## src/rtl/uart_tx_ctrl.sv

```systemverilog
// UART transmit sequencer driven by decoded CSR fields.
// Produces start bit, DATA_W data bits LSB first, optional parity and one or
// two stop bits. A one-entry holding register queues the next byte so that
// back-to-back frames go out with no idle gap.
// Ports:
//   clk, rst_n       clock, synchronous active-low reset
//   baud_div         cycles per bit (0 behaves as 1), latched per frame
//   tx_en            transmit enable; dropping it aborts the current frame
//   parity_en/odd    parity enable and sense, latched per frame
//   stop2            two stop bits when set, latched per frame
//   send_valid/data  byte write pulse and byte
//   ovr_clr          clears the sticky overrun flag
//   tx               serial line (idle high)
//   tx_busy          frame in flight or holding register full
//   tx_done          one-cycle pulse after the final stop period
//   tx_overrun       sticky: a write was dropped
//   hold_full        holding register occupied
module uart_tx_ctrl #(
  parameter int unsigned DATA_W = 8,
  parameter int unsigned BAUD_W = 16
) (
  input  logic              clk,
  input  logic              rst_n,
  input  logic [BAUD_W-1:0] baud_div,
  input  logic              tx_en,
  input  logic              parity_en,
  input  logic              parity_odd,
  input  logic              stop2,
  input  logic              send_valid,
  input  logic [DATA_W-1:0] send_data,
  input  logic              ovr_clr,
  output logic              tx,
  output logic              tx_busy,
  output logic              tx_done,
  output logic              tx_overrun,
  output logic              hold_full
);

  localparam int unsigned BIT_W = (DATA_W > 1) ? $clog2(DATA_W) : 1;

  typedef enum logic [2:0] {
    IDLE   = 3'd0,
    START  = 3'd1,
    DATA   = 3'd2,
    PARITY = 3'd3,
    STOP1  = 3'd4,
    STOP2  = 3'd5
  } state_t;

  state_t            state, state_nx;
  logic [BAUD_W-1:0] cnt, cnt_nx;
  logic [BAUD_W-1:0] div_lat, div_nx;
  logic [BAUD_W-1:0] div_eff;
  logic [BIT_W-1:0]  bit_cnt, bit_nx;
  logic [DATA_W-1:0] shreg, shreg_nx;
  logic [DATA_W-1:0] hold, hold_nx;
  logic [DATA_W-1:0] load_data;
  logic              par_en_lat, par_en_nx;
  logic              par_odd_lat, par_odd_nx;
  logic              stop2_lat, stop2_nx;
  logic              hold_full_nx, ovr_nx, tx_done_nx, tx_nx, busy_nx;
  logic              bit_end, frame_end, load;

  // Next-state, datapath and output computation.
  always_comb begin
    state_nx     = state;
    cnt_nx       = cnt;
    div_nx       = div_lat;
    bit_nx       = bit_cnt;
    shreg_nx     = shreg;
    hold_nx      = hold;
    par_en_nx    = par_en_lat;
    par_odd_nx   = par_odd_lat;
    stop2_nx     = stop2_lat;
    hold_full_nx = hold_full;
    ovr_nx       = tx_overrun & ~ovr_clr;
    tx_done_nx   = 1'b0;
    load         = 1'b0;
    load_data    = '0;
    frame_end    = 1'b0;
    div_eff      = (baud_div == '0) ? BAUD_W'(1) : baud_div;
    bit_end      = (cnt == '0);

    if (!tx_en) begin
      // Abort: drop the frame and anything queued, keep the overrun flag.
      state_nx     = IDLE;
      hold_full_nx = 1'b0;
      cnt_nx       = '0;
      bit_nx       = '0;
    end else begin
      if (state == IDLE) begin
        if (send_valid) begin
          load      = 1'b1;
          load_data = send_data;
        end
      end else if (!bit_end) begin
        cnt_nx = cnt - BAUD_W'(1);
      end else begin
        cnt_nx = div_lat - BAUD_W'(1);
        case (state)
          START: begin
            state_nx = DATA;
            bit_nx   = '0;
          end
          DATA: begin
            if (bit_cnt == BIT_W'(DATA_W - 1)) begin
              state_nx = par_en_lat ? PARITY : STOP1;
            end else begin
              bit_nx = bit_cnt + BIT_W'(1);
            end
          end
          PARITY: state_nx = STOP1;
          STOP1: begin
            if (stop2_lat) begin
              state_nx = STOP2;
            end else begin
              frame_end = 1'b1;
            end
          end
          STOP2:   frame_end = 1'b1;
          default: state_nx = IDLE;
        endcase
      end

      // End of frame: chain straight into the held byte (or a byte written
      // this very cycle) so the line never idles between frames.
      if (frame_end) begin
        tx_done_nx = 1'b1;
        state_nx   = IDLE;
        cnt_nx     = '0;
        bit_nx     = '0;
        if (hold_full) begin
          load         = 1'b1;
          load_data    = hold;
          hold_full_nx = 1'b0;
        end else if (send_valid) begin
          load      = 1'b1;
          load_data = send_data;
        end
      end

      // Holding register write; a write into a full register is dropped,
      // except on the cycle the held byte moves out.
      if (send_valid && (state != IDLE) && (hold_full || !frame_end)) begin
        if (hold_full && !frame_end) begin
          ovr_nx = 1'b1;
        end else begin
          hold_nx      = send_data;
          hold_full_nx = 1'b1;
        end
      end

      // Frame start: latch byte and per-frame configuration.
      if (load) begin
        state_nx   = START;
        shreg_nx   = load_data;
        div_nx     = div_eff;
        par_en_nx  = parity_en;
        par_odd_nx = parity_odd;
        stop2_nx   = stop2;
        cnt_nx     = div_eff - BAUD_W'(1);
        bit_nx     = '0;
      end
    end

    case (state_nx)
      START:   tx_nx = 1'b0;
      DATA:    tx_nx = shreg_nx[bit_nx];
      PARITY:  tx_nx = (^shreg_nx) ^ par_odd_nx;
      default: tx_nx = 1'b1;
    endcase
    busy_nx = (state_nx != IDLE) | hold_full_nx;
  end

  // State and output registers.
  always_ff @(posedge clk) begin
    if (!rst_n) begin
      state       <= IDLE;
      cnt         <= '0;
      div_lat     <= BAUD_W'(1);
      bit_cnt     <= '0;
      shreg       <= '0;
      hold        <= '0;
      par_en_lat  <= 1'b0;
      par_odd_lat <= 1'b0;
      stop2_lat   <= 1'b0;
      tx          <= 1'b1;
      tx_busy     <= 1'b0;
      tx_done     <= 1'b0;
      tx_overrun  <= 1'b0;
      hold_full   <= 1'b0;
    end else begin
      state       <= state_nx;
      cnt         <= cnt_nx;
      div_lat     <= div_nx;
      bit_cnt     <= bit_nx;
      shreg       <= shreg_nx;
      hold        <= hold_nx;
      par_en_lat  <= par_en_nx;
      par_odd_lat <= par_odd_nx;
      stop2_lat   <= stop2_nx;
      tx          <= tx_nx;
      tx_busy     <= busy_nx;
      tx_done     <= tx_done_nx;
      tx_overrun  <= ovr_nx;
      hold_full   <= hold_full_nx;
    end
  end

endmodule

```

## config.mk

```make
export PLATFORM = sky130hd
export DESIGN_NAME = uart_tx_ctrl
export DESIGN_NICKNAME = d
export VERILOG_FILES = /design/src/rtl/uart_tx_ctrl.sv
export SDC_FILE = /design/constraint.sdc
export NUM_CORES = 1
export LEC_CHECK = 0
export BUFFER_PORTS_ARGS = -buffer_cell sky130_fd_sc_hd__buf_2
export CELL_PAD_IN_SITES_DETAIL_PLACEMENT = 0
export CELL_PAD_IN_SITES_GLOBAL_PLACEMENT = 2
export CORE_MARGIN = 2
export CORE_UTILIZATION = 33
export CTS_CLUSTER_DIAMETER = 80
export DETAILED_ROUTE_END_ITERATION = 8
export GPL_TIMING_DRIVEN = 0
export PLACE_DENSITY = 0.73
export REMOVE_ABC_BUFFERS = 1
export SYNTH_ARGS = -nofsm -noshare
export SYNTH_HDL_FRONTEND = slang
export SYNTH_SLANG_ARGS = --single-unit
export TNS_END_PERCENT = 20
```

## constraint.sdc

```tcl
create_clock -name clk -period 8.4 [get_ports clk]
set_input_delay 1.26 -clock clk [delete_from_list [all_inputs] [get_ports clk]]
set_output_delay 1.26 -clock clk [all_outputs]
set_load 0.01 [all_outputs]
```

# Yosys cells after proc, flatten, opt, wreduce, memory -nomap -nowiden
# Index checks and enable logic that the tools add are counted.
# Widths: inputs -> output; s select.
[op_classes]
n_mux = 52
n_reduce_logical = 14
n_lt_le_gt_ge = 1
bitwise_logic = 5
add_sub_neg = 4
eq_ne = 10
[ops]
columns = ["cell", "count"]
rows = [
  ["$mux 16", 5],
  ["$mux 8", 7],
  ["$sub 16x1->16 const B", 3],
  ["$mux 3", 14],
  ["$logic_not 16->1", 2],
  ["$mux 1", 21],
  ["$pmux 3 s5", 1],
  ["$eq 3x2->1 const B", 4],
  ["$eq 3x3->1 const B", 3],
  ["$reduce_xor 8->1", 1],
  ["$eq 3x1->1 const B", 2],
  ["$pmux 3 s2", 1],
  ["$reduce_bool 3->1", 2],
  ["$lt 3x4->1 const B", 1],
  ["$reduce_and 2->1", 2],
  ["$add 3x1->3 const B", 1],
  ["$bmux 1 s3", 1],
  ["$logic_and 1x1->1", 3],
  ["$logic_not 3->1", 1],
  ["$ne 3x1->1 const B", 1],
  ["$pmux 1 s3", 1],
  ["$reduce_and 3->1", 1],
  ["$not 1->1", 2],
  ["$pmux 1 s2", 1],
  ["other kinds (5)", 5],
]
[totals]
ff_bits = 62
elab_cells = 100
out_inout_bits = 5
input_bits = 32

# Depth between registers and ports, before layout
[logic_depth]
word_depth = 12
depth_mapped = 14
mapped_depth_nobuf = 12

# Worst setup path before layout
# OpenSTA, ideal clock, no wires.
[synth_path]
path_kind = "input to register"
startpoint = "input port baud_div[8]"
endpoint = "register cnt[14]"
setup_slack_ns = 5.083
t_arrival_ns = 3.180
setup_ns = 0.137
cell_stages = 12
required_ns = 8.263
cell_sequence = "or4_4 nor4_1 nand4_1 nor2_1 nor2_1 ha_1 nand2_1 nor3_1 nand3_1 xnor2_1 a2bb2oi_1 a211oi_1"
[synth_via]
elab_chain_len = 4
[synth_rtl]
columns = ["item", "line", "rtl"]
rows = [
  ["start: declaration", "24", "input logic [BAUD_W-1:0] baud_div,"],
  ["$logic_not 16->1", "81", "div_eff = (baud_div == '0) ? BAUD_W'(1) : baud_div;"],
  ["$mux 16 *", "81", ""],
  ["$sub 16x1->16 *", "161", "cnt_nx = div_eff - BAUD_W'(1);"],
  ["$mux 16 *", "154", "if (load) begin"],
  ["end signal: assignment", "194", "cnt <= cnt_nx;"],
  ["end: declaration", "51", "logic [BAUD_W-1:0] cnt, cnt_nx;"],
]
# Mark *: on every way between the ends. The rest lies on a longest branch, timed or not.
# A chain may end at the register's enable or synchronous reset.

# Worst setup path in the final report
[layout_path]
startpoint = "register cnt[3]"
endpoint = "register tx"
[layout_via]
elab_chain_len = 11
word_cells_on_any_way = 29
cone_classes = "eq/ne: 3; mux: 23; bitwise: 1; reduce/logical: 2"
[layout_rtl]
columns = ["item", "line", "rtl"]
rows = [
  ["$logic_not 16->1 *", "82", "bit_end = (cnt == '0);"],
  ["$mux 1", "96", "end else if (!bit_end) begin"],
  ["$mux 1", "91", "if (state == IDLE) begin"],
  ["$mux 1", "84", "if (!tx_en) begin"],
  ["$mux 1", "127", "if (frame_end) begin"],
  ["$mux 1", "84", ""],
  ["$mux 8 or $mux 3 (tied branches)", "154", ""],
  ["$mux 8 or $mux 3 (tied branches)", "84", ""],
  ["$bmux 1 s3 or $reduce_xor 8->1 (tied branches)", "168, 169", ""],
  ["$mux 1 (implied by the code) or $xor 1x1->1 (tied branches)", "168, 169", ""],
  ["$pmux 1 s3 *", "166", "case (state_nx)"],
  ["end signal: assignment", "202", "tx <= tx_nx;"],
  ["end: declaration", "32", "output logic tx,"],
]
# Mark *: on every way between the ends. The rest lies on a longest branch, timed or not. The select of a mux whose other input is x is not followed.

==> flow_summary.ini <==
[worst_setup_path]
end_kind = flip-flop
slowest_delay_ns = 0.97
crit_arrival_ns = 4.32
path_cells = nor4_2 -> and4_1 -> nand3_2 -> o21ai_1 -> and2_1 -> buf_16 -> o32ai_1 -> o31ai_1
worstPathRequired_ns = 8.66
cp_slowest_cell = o21ai_1
cp_max_fo = 18
start_kind = flip-flop
crit_type = flip-flop to flip-flop

[logic_synthesis]
synth-edff-count = 0
synthCells = 503
synth_mux_area_share_pct = 3.83
synth_top_family_by_area = simple AND/OR/NAND/NOR gates
synth_xor_area_share_pct = 5.65
yosysUniqueCellTypes = 78
synth_area_leader_cell = dfxtp_1
synthAdderAreaFrac_pct = 0.911
syn_avg_cell_area_um2 = 8.19
dominantRegCellSynth = dfxtp_1
yosysWarnings = 0
synth_compound_area_share_pct = 26.4
syn_area_mm2 = 0.00412
yosys.area_share.simple_pct = 28.5
ys_seq_elements = 62
seq_area_frac_synth_pct = 30.1
synth-async-reset-ratio_pct = 0
yosysTopAreaCellShare_pct = 30.1
yosys-top-cells-area = dfxtp_1, nand2_1, nor2_1, xnor2_1, mux2i_1

[sta]
drv_slew = 0
fin_crit_ns = 4.05
setup_tns_ns = 0
tightestPinTransition_ns = 1.13
setup_viol = 0
skew_ns = 0.00659
hold_ws_ns = 0.474
finalHoldViolCount = 0
maxSlewHeadroom_pct = 24.2
post-route-period-util_pct = 48.3
rsz0062_at_grt = no
fmax_ghz = 0.247

[grt]
grt_pass1_vias = 3657
grt_usage_pct = 19.3
grt-ovfl-total = 0
grt_pass1_wl_um = 19900
antenna_found_initial = 0
grt_max_degree = 47

[cts]
clkSlewWorstSetupHoldPaths_ns = 0.06
cts_tree = built
clock-sinks = 62
clockRootBuffer = clkbuf_16
ctsResizeCount = 0
post-cts-setup-buffer-count = 0
clk_path_buf_depth = 2
clock_latency_ns = 0.34
cts_buffers = 9
h-tree-depth = 3
holdBufCountCts = 0

[layout]
seqCellArea_mm2 = 0.00124
utilization_pct = 38.9
layout-drive-gt1-share_pct = 17.7
fillers = 1322
final_cells = 694
multiInputGateArea_mm2 = 0.00271
area_delta_synth_final_pct = 14.5
nNetsFinal = 556
antennaDiodeCount = 0

[power]
power.leakage_nw = 1.69
p_total_mw = 0.890
p_sw_mw = 0.297
seqPwrFrac_pct = 36.3
p_int_mw = 0.593
pwr-share-comb_pct = 24.5
power_density_mw_per_mm2 = 189
clock_power_share_pct = 39.2
swShare_pct = 33.4
max-vdd-ir-drop_mv = 0.115

[die]
die_y_um = 116
rows = 40
initial_core_util_pct = 34.0
die_w_um = 116
die-area_mm2 = 0.0134
ioPinCount = 37
coreArea_mm2 = 0.0121

[drt]
routedWlPerCell_um = 17.4
drc_errors = 0
viasPerCell = 5.44
detail_route.wirelength_um = 12100
drtIter0Drc = 186
dr.pass1.iters = 6
ant_nets = 0
num_vias = 3774

[min_path]
hold_class = flip-flop to flip-flop

[place]
dp_hpwl_um = 8490
port_buffers = 36
gp_congestion = 0.802
dp.cells = 678

[job]
maxCapViolCount = 0

[run_status]
run_status = finished clean
-- synth_stat cells, drive strengths merged (8+ instances only) --
cell type   n
xnor2      17
dfxtp      62
nor2       50
nor2b      15
nor3       24
a31oi      12
o21ai      24
inv        11
or3         8
nand2      54
and3        8
nand3      12
and2       10
a21boi     20
clkbuf     13
mux2i      12
buf        18
a221oi     12
a21oi      18
-- metrics by stage --
stage / cell area (um^2) / worst slack [ns]
final: 4720 / 4.35
after global routing: 4720 / 4.01
after CTS: 4720 / 4.26
after detailed placement: 4440 / 4.19
after global placement: 4360 / 3.40
after floorplan: 3970 / 5.01
-- state kept, by name (all words and copies together) (netlist names) --
signal       count
tx_overrun       1
div_lat         16
stop2_lat        1
tx_busy          1
hold_full        1
cnt             16
tx               1
hold             8
tx_done          1
bit_cnt          3
shreg            8
par_odd_lat      1
state            3
par_en_lat       1
-- placed cells by master, fill, tap and decap left out, drive strengths merged, types with 4 or more instances in the layout --
master,count
mux2i,12
or3,8
clkbuf,9
nor2,50
clkinv,5
a21oi,18
or4,7
a221oi,12
o311ai,4
and2,10
and3,8
dfxtp,62
o21a,4
inv,11
xnor2,17
nor3,24
o21ai,24
xor2,7
o31ai,7
nor2b,15
nor3b,5
or2,4
a21boi,20
nand2,54
nand3,12
nor4,6
buf,38
a31oi,12
nand2b,4
a211oi,7
-- logic make-up (layout without fill, tap and decap cells) --
logic type               Yosys count  in the layout
multiplexers                      15             15
flip-flops                        62             62
AO/OA/AOI/OAI                    138            138
buffers and inverters             42             65
adder cells (fa/ha/maj)            3              3
XOR/XNOR                          25             25
AND/OR/NAND/NOR                  218            218
-- path summary, 6_finish.rpt --
check | startpoint | to | slack [ns] | cells past startpoint
max | cnt[3] | tx | 4.35 | 8
max reg2reg | cnt[3] | tx | 4.35 | 8
min | div_lat[9] | div_lat[9] | 0.47 | 2
min reg2reg | div_lat[9] | div_lat[9] | 0.47 | 2
-- power by group through the flow --
| stage | clock network, mW | registers (mW) | logic (mW) |
|---|---|---|---|
| after floorplan | 0 | 0.325 | 0.153 |
| after global placement | 0 | 0.329 | 0.212 |
| after detailed placement | 0 | 0.329 | 0.218 |
| after CTS | 0.357 | 0.323 | 0.219 |
| after global routing | 0.372 | 0.325 | 0.241 |
| final | 0.349 | 0.323 | 0.218 |
-- cell type report --
type | count | area share (%)
Inverter | 11 | 0.876
Clock buffer | 9 | 4.78
Timing Repair Buffer | 38 | 4.99
Sequential cell | 62 | 26.3
Multi-Input combinational cell | 399 | 57.5
Clock inverter | 7 | 1.09
Tap cell | 168 | 4.46
-- routing by layer --
| layer | part of all wire (%) | track usage (%) | vias up |
|---|---|---|---|
| met5 | 0 | 0 | - |
| met4 | 1.4 | 5.95 | 0 |
| met3 | 3.6 | 3.87 | 16 |
| met2 | 42 | 28.2 | 70 |
| met1 | 53 | 28.5 | 1798 |
| li1 | - | - | 1890 |
-- worst max-delay path: cells and delay by family, from the launching register on --
| kind | cells | cell delay [ns] |
|---|---|---|
| flops | 1 | 0.37 |
| compound gates | 3 | 1.26 |
| buf+inv | 1 | 0.22 |
| simple gates | 4 | 2.11 |
Note: power is estimated with default switching activity, not from simulation.
